===== src/rtl/bcd_pkg.sv =====
// Shared types and constants for the BCD down-timer: FSM state encoding and BCD digit limits.
// No logic of its own; no latency and no backpressure apply.
package bcd_pkg;

    localparam int         BCD_W   = 4;
    localparam logic [3:0] BCD_MAX = 4'd9;

    typedef enum logic [1:0] {
        ST_IDLE   = 2'd0,
        ST_RUN    = 2'd1,
        ST_PAUSED = 2'd2
    } state_e;

endpackage


===== src/rtl/bcd_digit_dec.sv =====
// One BCD digit of a borrow-chained decrementer. Combinational, so zero latency.
// No backpressure: borrow_out is high only when this digit wraps 0 -> 9.
module bcd_digit_dec
    import bcd_pkg::*;
(
    input  logic [BCD_W-1:0] digit_in,
    input  logic             borrow_in,
    output logic [BCD_W-1:0] digit_out,
    output logic             borrow_out
);

    logic at_zero;

    assign at_zero    = (digit_in == '0);
    assign borrow_out = borrow_in & at_zero;

    always_comb begin
        digit_out = digit_in;
        if (borrow_in) begin
            digit_out = at_zero ? BCD_MAX : (digit_in - 4'd1);
        end
    end

endmodule


===== src/rtl/bcd_down_timer.sv =====
// BCD down-counter with IDLE/RUN/PAUSED control; outputs registered, one-cycle latency from inputs.
// No backpressure: strobes are taken in priority load > pause > start > tick; define BCD_DOWN_TIMER_AUTO_RELOAD_EN to reload on expiry.
module bcd_down_timer
    import bcd_pkg::*;
#(
    parameter int NUM_DIGITS = 4
) (
    input  logic                        clk,
    input  logic                        reset_n,
    input  logic                        load,
    input  logic [4*NUM_DIGITS-1:0]     load_val,
    input  logic                        start,
    input  logic                        pause,
    input  logic                        tick,
    output logic [4*NUM_DIGITS-1:0]     q,
    output logic                        running,
    output logic                        done,
    output logic                        load_err
);

    localparam int W = BCD_W * NUM_DIGITS;

    state_e         state_q, state_d;
    logic [W-1:0]   q_q, q_d;
    logic           running_q, running_d;
    logic           done_q, done_d;
    logic           load_err_q, load_err_d;
`ifdef BCD_DOWN_TIMER_AUTO_RELOAD_EN
    logic [W-1:0]   reload_q, reload_d;
`endif

    logic [W-1:0]        q_dec;
    logic [NUM_DIGITS:0] borrow;
    logic                q_is_zero;
    logic                q_is_one;
    logic                load_ok;

    // Digit 0 always decrements; the final borrow out means the whole count is zero.
    assign borrow[0] = 1'b1;
    for (genvar i = 0; i < NUM_DIGITS; i++) begin : g_dig
        bcd_digit_dec u_dig (
            .digit_in   (q_q[i*BCD_W +: BCD_W]),
            .borrow_in  (borrow[i]),
            .digit_out  (q_dec[i*BCD_W +: BCD_W]),
            .borrow_out (borrow[i+1])
        );
    end

    assign q_is_zero = borrow[NUM_DIGITS];
    assign q_is_one  = (q_q == W'(1));

    always_comb begin
        load_ok = 1'b1;
        for (int i = 0; i < NUM_DIGITS; i++) begin
            if (load_val[i*BCD_W +: BCD_W] > BCD_MAX) begin
                load_ok = 1'b0;
            end
        end
    end

    always_comb begin
        state_d    = state_q;
        q_d        = q_q;
        done_d     = 1'b0;
        load_err_d = 1'b0;
`ifdef BCD_DOWN_TIMER_AUTO_RELOAD_EN
        reload_d   = reload_q;
`endif
        if (load) begin
            if (load_ok) begin
                q_d     = load_val;
                state_d = ST_IDLE;
`ifdef BCD_DOWN_TIMER_AUTO_RELOAD_EN
                reload_d = load_val;
`endif
            end else begin
                load_err_d = 1'b1;
            end
        end else if (pause) begin
            if (state_q == ST_RUN) begin
                state_d = ST_PAUSED;
            end
        end else if (start) begin
            if ((state_q != ST_RUN) && !q_is_zero) begin
                state_d = ST_RUN;
            end
        end else if (tick && (state_q == ST_RUN)) begin
            if (q_is_one) begin
                done_d = 1'b1;
`ifdef BCD_DOWN_TIMER_AUTO_RELOAD_EN
                q_d     = reload_q;
`else
                q_d     = '0;
                state_d = ST_IDLE;
`endif
            end else begin
                q_d = q_dec;
            end
        end
        running_d = (state_d == ST_RUN);
    end

    always_ff @(posedge clk) begin
        if (!reset_n) begin
            state_q    <= ST_IDLE;
            q_q        <= '0;
            running_q  <= 1'b0;
            done_q     <= 1'b0;
            load_err_q <= 1'b0;
`ifdef BCD_DOWN_TIMER_AUTO_RELOAD_EN
            reload_q   <= '0;
`endif
        end else begin
            state_q    <= state_d;
            q_q        <= q_d;
            running_q  <= running_d;
            done_q     <= done_d;
            load_err_q <= load_err_d;
`ifdef BCD_DOWN_TIMER_AUTO_RELOAD_EN
            reload_q   <= reload_d;
`endif
        end
    end

    assign q        = q_q;
    assign running  = running_q;
    assign done     = done_q;
    assign load_err = load_err_q;

endmodule


===== config.mk =====
export PLATFORM = sky130hd
export DESIGN_NAME = bcd_down_timer
export DESIGN_NICKNAME = d
export VERILOG_FILES = /design/src/rtl/bcd_pkg.sv /design/src/rtl/bcd_digit_dec.sv /design/src/rtl/bcd_down_timer.sv
export SDC_FILE = /design/constraint.sdc
export NUM_CORES = 1
export LEC_CHECK = 0
export ABC_AREA = 1
export CORE_UTILIZATION = 48
export DETAILED_ROUTE_END_ITERATION = 8
export PLACE_DENSITY = 0.75
export SLEW_MARGIN = 20
export SYNTH_ARGS = -nofsm -noshare
export SYNTH_HDL_FRONTEND = slang
export SYNTH_SLANG_ARGS = --single-unit
export TNS_END_PERCENT = 20

===== constraint.sdc =====
create_clock -name clk -period 1.5 [get_ports clk]
set_input_delay 0.225 -clock clk [delete_from_list [all_inputs] [get_ports clk]]
set_output_delay 0.225 -clock clk [all_outputs]
set_load 0.005 [all_outputs]

==> impl_metrics.toml <==
[outcome]
status = "finished with violations"
violations = "negative setup slack"

[power]
total_leakage_power_nw = 1.14
ir_worst_vdd_v = 0.000618
powerDensity_mw_per_mm2 = 756
finalPower_mw = 1.78

[sta]
max_slew_margin_pct = 82.8
period_needed_ns = 1.52
max_freq_mhz = 657
rsz0062_at_grt = "yes"
setup_viol = 1
drv_slew = 0
min_period_over_period_pct = 102
tightest_slew_ns = 0.255
hold_violations = 0
layout_setup_ws_ns = -0.0231
skew_ns = 0.00811

[drt]
wire_per_inst_um = 11.7
drtIter0Drc = 79
vias_per_cell = 4.86
ant_nets = 0
vias = 1710
drc_errors = 0
routed_wl_um = 4120
drt-pass1-iter-count = 4

[critical_path]
critical-path-max-stage-delay_ns = 0.36
r2r_cells = 10
slowest_stage = "dfxtp_2"
startpoint_type = "register"
path_max_fanout = 8
path_class = "reg -> reg"
arrival_ns = 1.78
crit_path_end_kind = "register"
crit_path_cell_trace = "nor2_2 -> nand2_1 -> nor2_2 -> nand2_4 -> buf_6 -> nand3_4 -> nand3_4 -> nand2_1 -> nand2_1 -> nor2_2"
cp.required_ns = 1.76

[yosys]
synth_compound_area_share_pct = 11.8
syn_area_mm2 = 0.00153
ys_ff_latch = 21
synthTopCellsByArea = "dfxtp_1 (27%), nand2_1 (15%), nor2_1 (11%)"
synth_top_area_share_pct = 27.4
synth_top_family_by_area = "simple AND/OR/NAND/NOR gates"
yosys.area.top_type = "dfxtp_1"
syn_inst = 238
yosysWarnings = 0
syn-num-nets = 267
seq_area_frac_synth_pct = 27.4
synth.mux.area_fraction_pct = 0
synth_xor_xnor_area_share_pct = 1.14
ys_types = 31
synth_simple_gate_area_share_pct = 44.5
syn_area_per_cell_um2 = 6.44
synth_fa_ha_area_share_pct = 5.71

[die]
rows = 20
core_mm2 = 0.00305
start_util_pct = 50.2
die_y_um = 58.5
die_width_um = 58.5
ios = 41
dieArea_mm2 = 0.00342

[global_route]
grt_pass1_vias = 1587
groute.usage.overall_pct = 25.0
antenna_found_initial = 0
grt_max_degree = 16
grt_overflow_total = 0
grt_pass1_wl_um = 6710

[job]
cap_violations = 0

[cts]
clkSinkCount = 21
clockBufferDepth = 2
cts_hold_buf = 0
cts_root_buffer = "clkbuf_4"
cts_tree = "built"
htreeDepth = 1
clkTransAtPathRegs_ns = 0.13
worstSkewPairLatency_ns = 0.31
numCtsBuffers = 3

[place]
io_buffers = 40
gp_congestion = 0.857
place_hpwl_um = 3010
dpl_cell_area_mm2 = 0.00219

[finish]
fin_nets = 338
fillCellCount = 262
final_area_mm2 = 0.00236
diodes = 0
syn_to_final_growth_pct = 53.7
drive_gt1_share_pct = 28.6

[min_path]
min_path_cells = 2
hp-class = "reg -> reg"
[power breakdown]
group	internal (mW)	leakage, nW	switching (mW)
registers	0.608	0.176	0.0322
clock network	0.0997	0.0177	0.188
logic	0.423	0.946	0.431
[worst max-delay path, delay by kind of cell, from the launching register on]
kind	cells	cell delay [ns]
buffers and inverters	1	0.12
DFF	1	0.36
and+or+nand+nor	9	0.99
[synth_stat cells]
| cell | count |
|---|---|
| nor4_1 | 1 |
| xor2_1 | 1 |
| nor3_1 | 1 |
| o21ai_1 | 5 |
| o31ai_1 | 2 |
| a21boi_0 | 1 |
| nand3_4 | 3 |
| buf_8 | 1 |
| nand2_1 | 63 |
| a22oi_1 | 2 |
| buf_2 | 2 |
| nand3_1 | 15 |
| nor3b_2 | 2 |
| nand3_2 | 3 |
| a21oi_1 | 6 |
| clkbuf_1 | 1 |
| nand2_4 | 2 |
| nand3b_2 | 1 |
| dfxtp_1 | 21 |
| nand4_1 | 3 |
| o21ai_4 | 1 |
| o21ai_0 | 13 |
| ha_1 | 7 |
| nand2_2 | 2 |
| nor2_1 | 43 |
| inv_2 | 3 |
| o22ai_1 | 1 |
| inv_1 | 26 |
| xnor2_1 | 1 |
| nor2_2 | 4 |
| buf_4 | 1 |
[cells in the final DEF (no fill, tap or decap), drive strengths merged]
cell type	Yosys	layout
a21boi	1	1
a21oi	6	6
a22oi	2	2
buf	4	32
clkbuf	1	3
clkdlybuf4s50	0	36
clkinv	0	1
dfxtp	21	21
dlymetal6s2s	0	3
ha	7	7
inv	29	29
nand2	67	67
nand3	21	21
nand3b	1	1
nand4	3	3
nor2	47	47
nor3	1	1
nor3b	2	2
nor4	1	1
o21ai	19	19
o22ai	1	1
o31ai	2	2
xnor2	1	1
xor2	1	1
[cells by family after synthesis]
| logic type | count (synthesis) |
|---|---|
| adders and majority gates | 7 |
| xor gates and xnor gates | 2 |
| buffers and inverters | 34 |
| DFF | 21 |
| and+or+nand+nor | 143 |
| AOI/OAI and AO/OA | 31 |
[sequential cells by signal (all words and copies together) (netlist names)]
name	count
q	16
load_err	1
state_q	2
done	1
running	1
[path summary, 6_finish.rpt]
check / slack [ns] / startpoint / to
worst max-delay path: -0.02 / q[2]$_SDFFE_PN0P_ / q[13]$_SDFFE_PN0P_
worst min-delay path: 0.53 / state_q[0]$_SDFF_PN0_ / state_q[0]$_SDFF_PN0_
worst max register to register: -0.02 / q[2]$_SDFFE_PN0P_ / q[13]$_SDFFE_PN0P_
worst min register to register: 0.53 / state_q[0]$_SDFF_PN0_ / state_q[0]$_SDFF_PN0_
[layer usage]
layer,track usage (%),part of all wire [%],routed length [um],vias up
met5,0,0,0,-
met4,9.52,1.5,61,0
met3,5.27,4.4,180,8
met2,43.5,49,2030,38
met1,30.3,45,1840,763
li1,-,-,-,901
[timing repair]
item                       4_1_cts  5_1_grt
pin swaps                        3        6
buffers inserted                 0        1
setup endpoints to repair       15       26
gates resized for setup         13       34
[layout make-up]
class / instances / area, um^2 / area share, %
clock buffers: 3 / 22.5 / 0.956
clock inverters: 1 / 5.00 / 0.212
repair buffers: 71 / 658 / 27.9
well taps: 44 / 55.1 / 2.34
flip-flops and latches: 21 / 433 / 18.4
multi-input cells: 183 / 1070 / 45.5
inverters: 29 / 111 / 4.73
[through the flow]
stage	util [%]	setup slack, ns	hold slack (ns)	instances	TNS (ns)
2_1_floorplan	-	0.101	0.442	238	0
3_3_place_gp	71.7	-0.193	0.503	347	-2.82
3_5_place_dp	71.7	-0.220	0.508	347	-3.42
4_1_cts	73.6	-0.0197	0.527	351	-0.0386
5_1_grt	77.2	-0.111	0.544	352	-0.553
6_report	77.2	-0.0231	0.525	352	-0.0231
(Power assumes the default switching activity.)
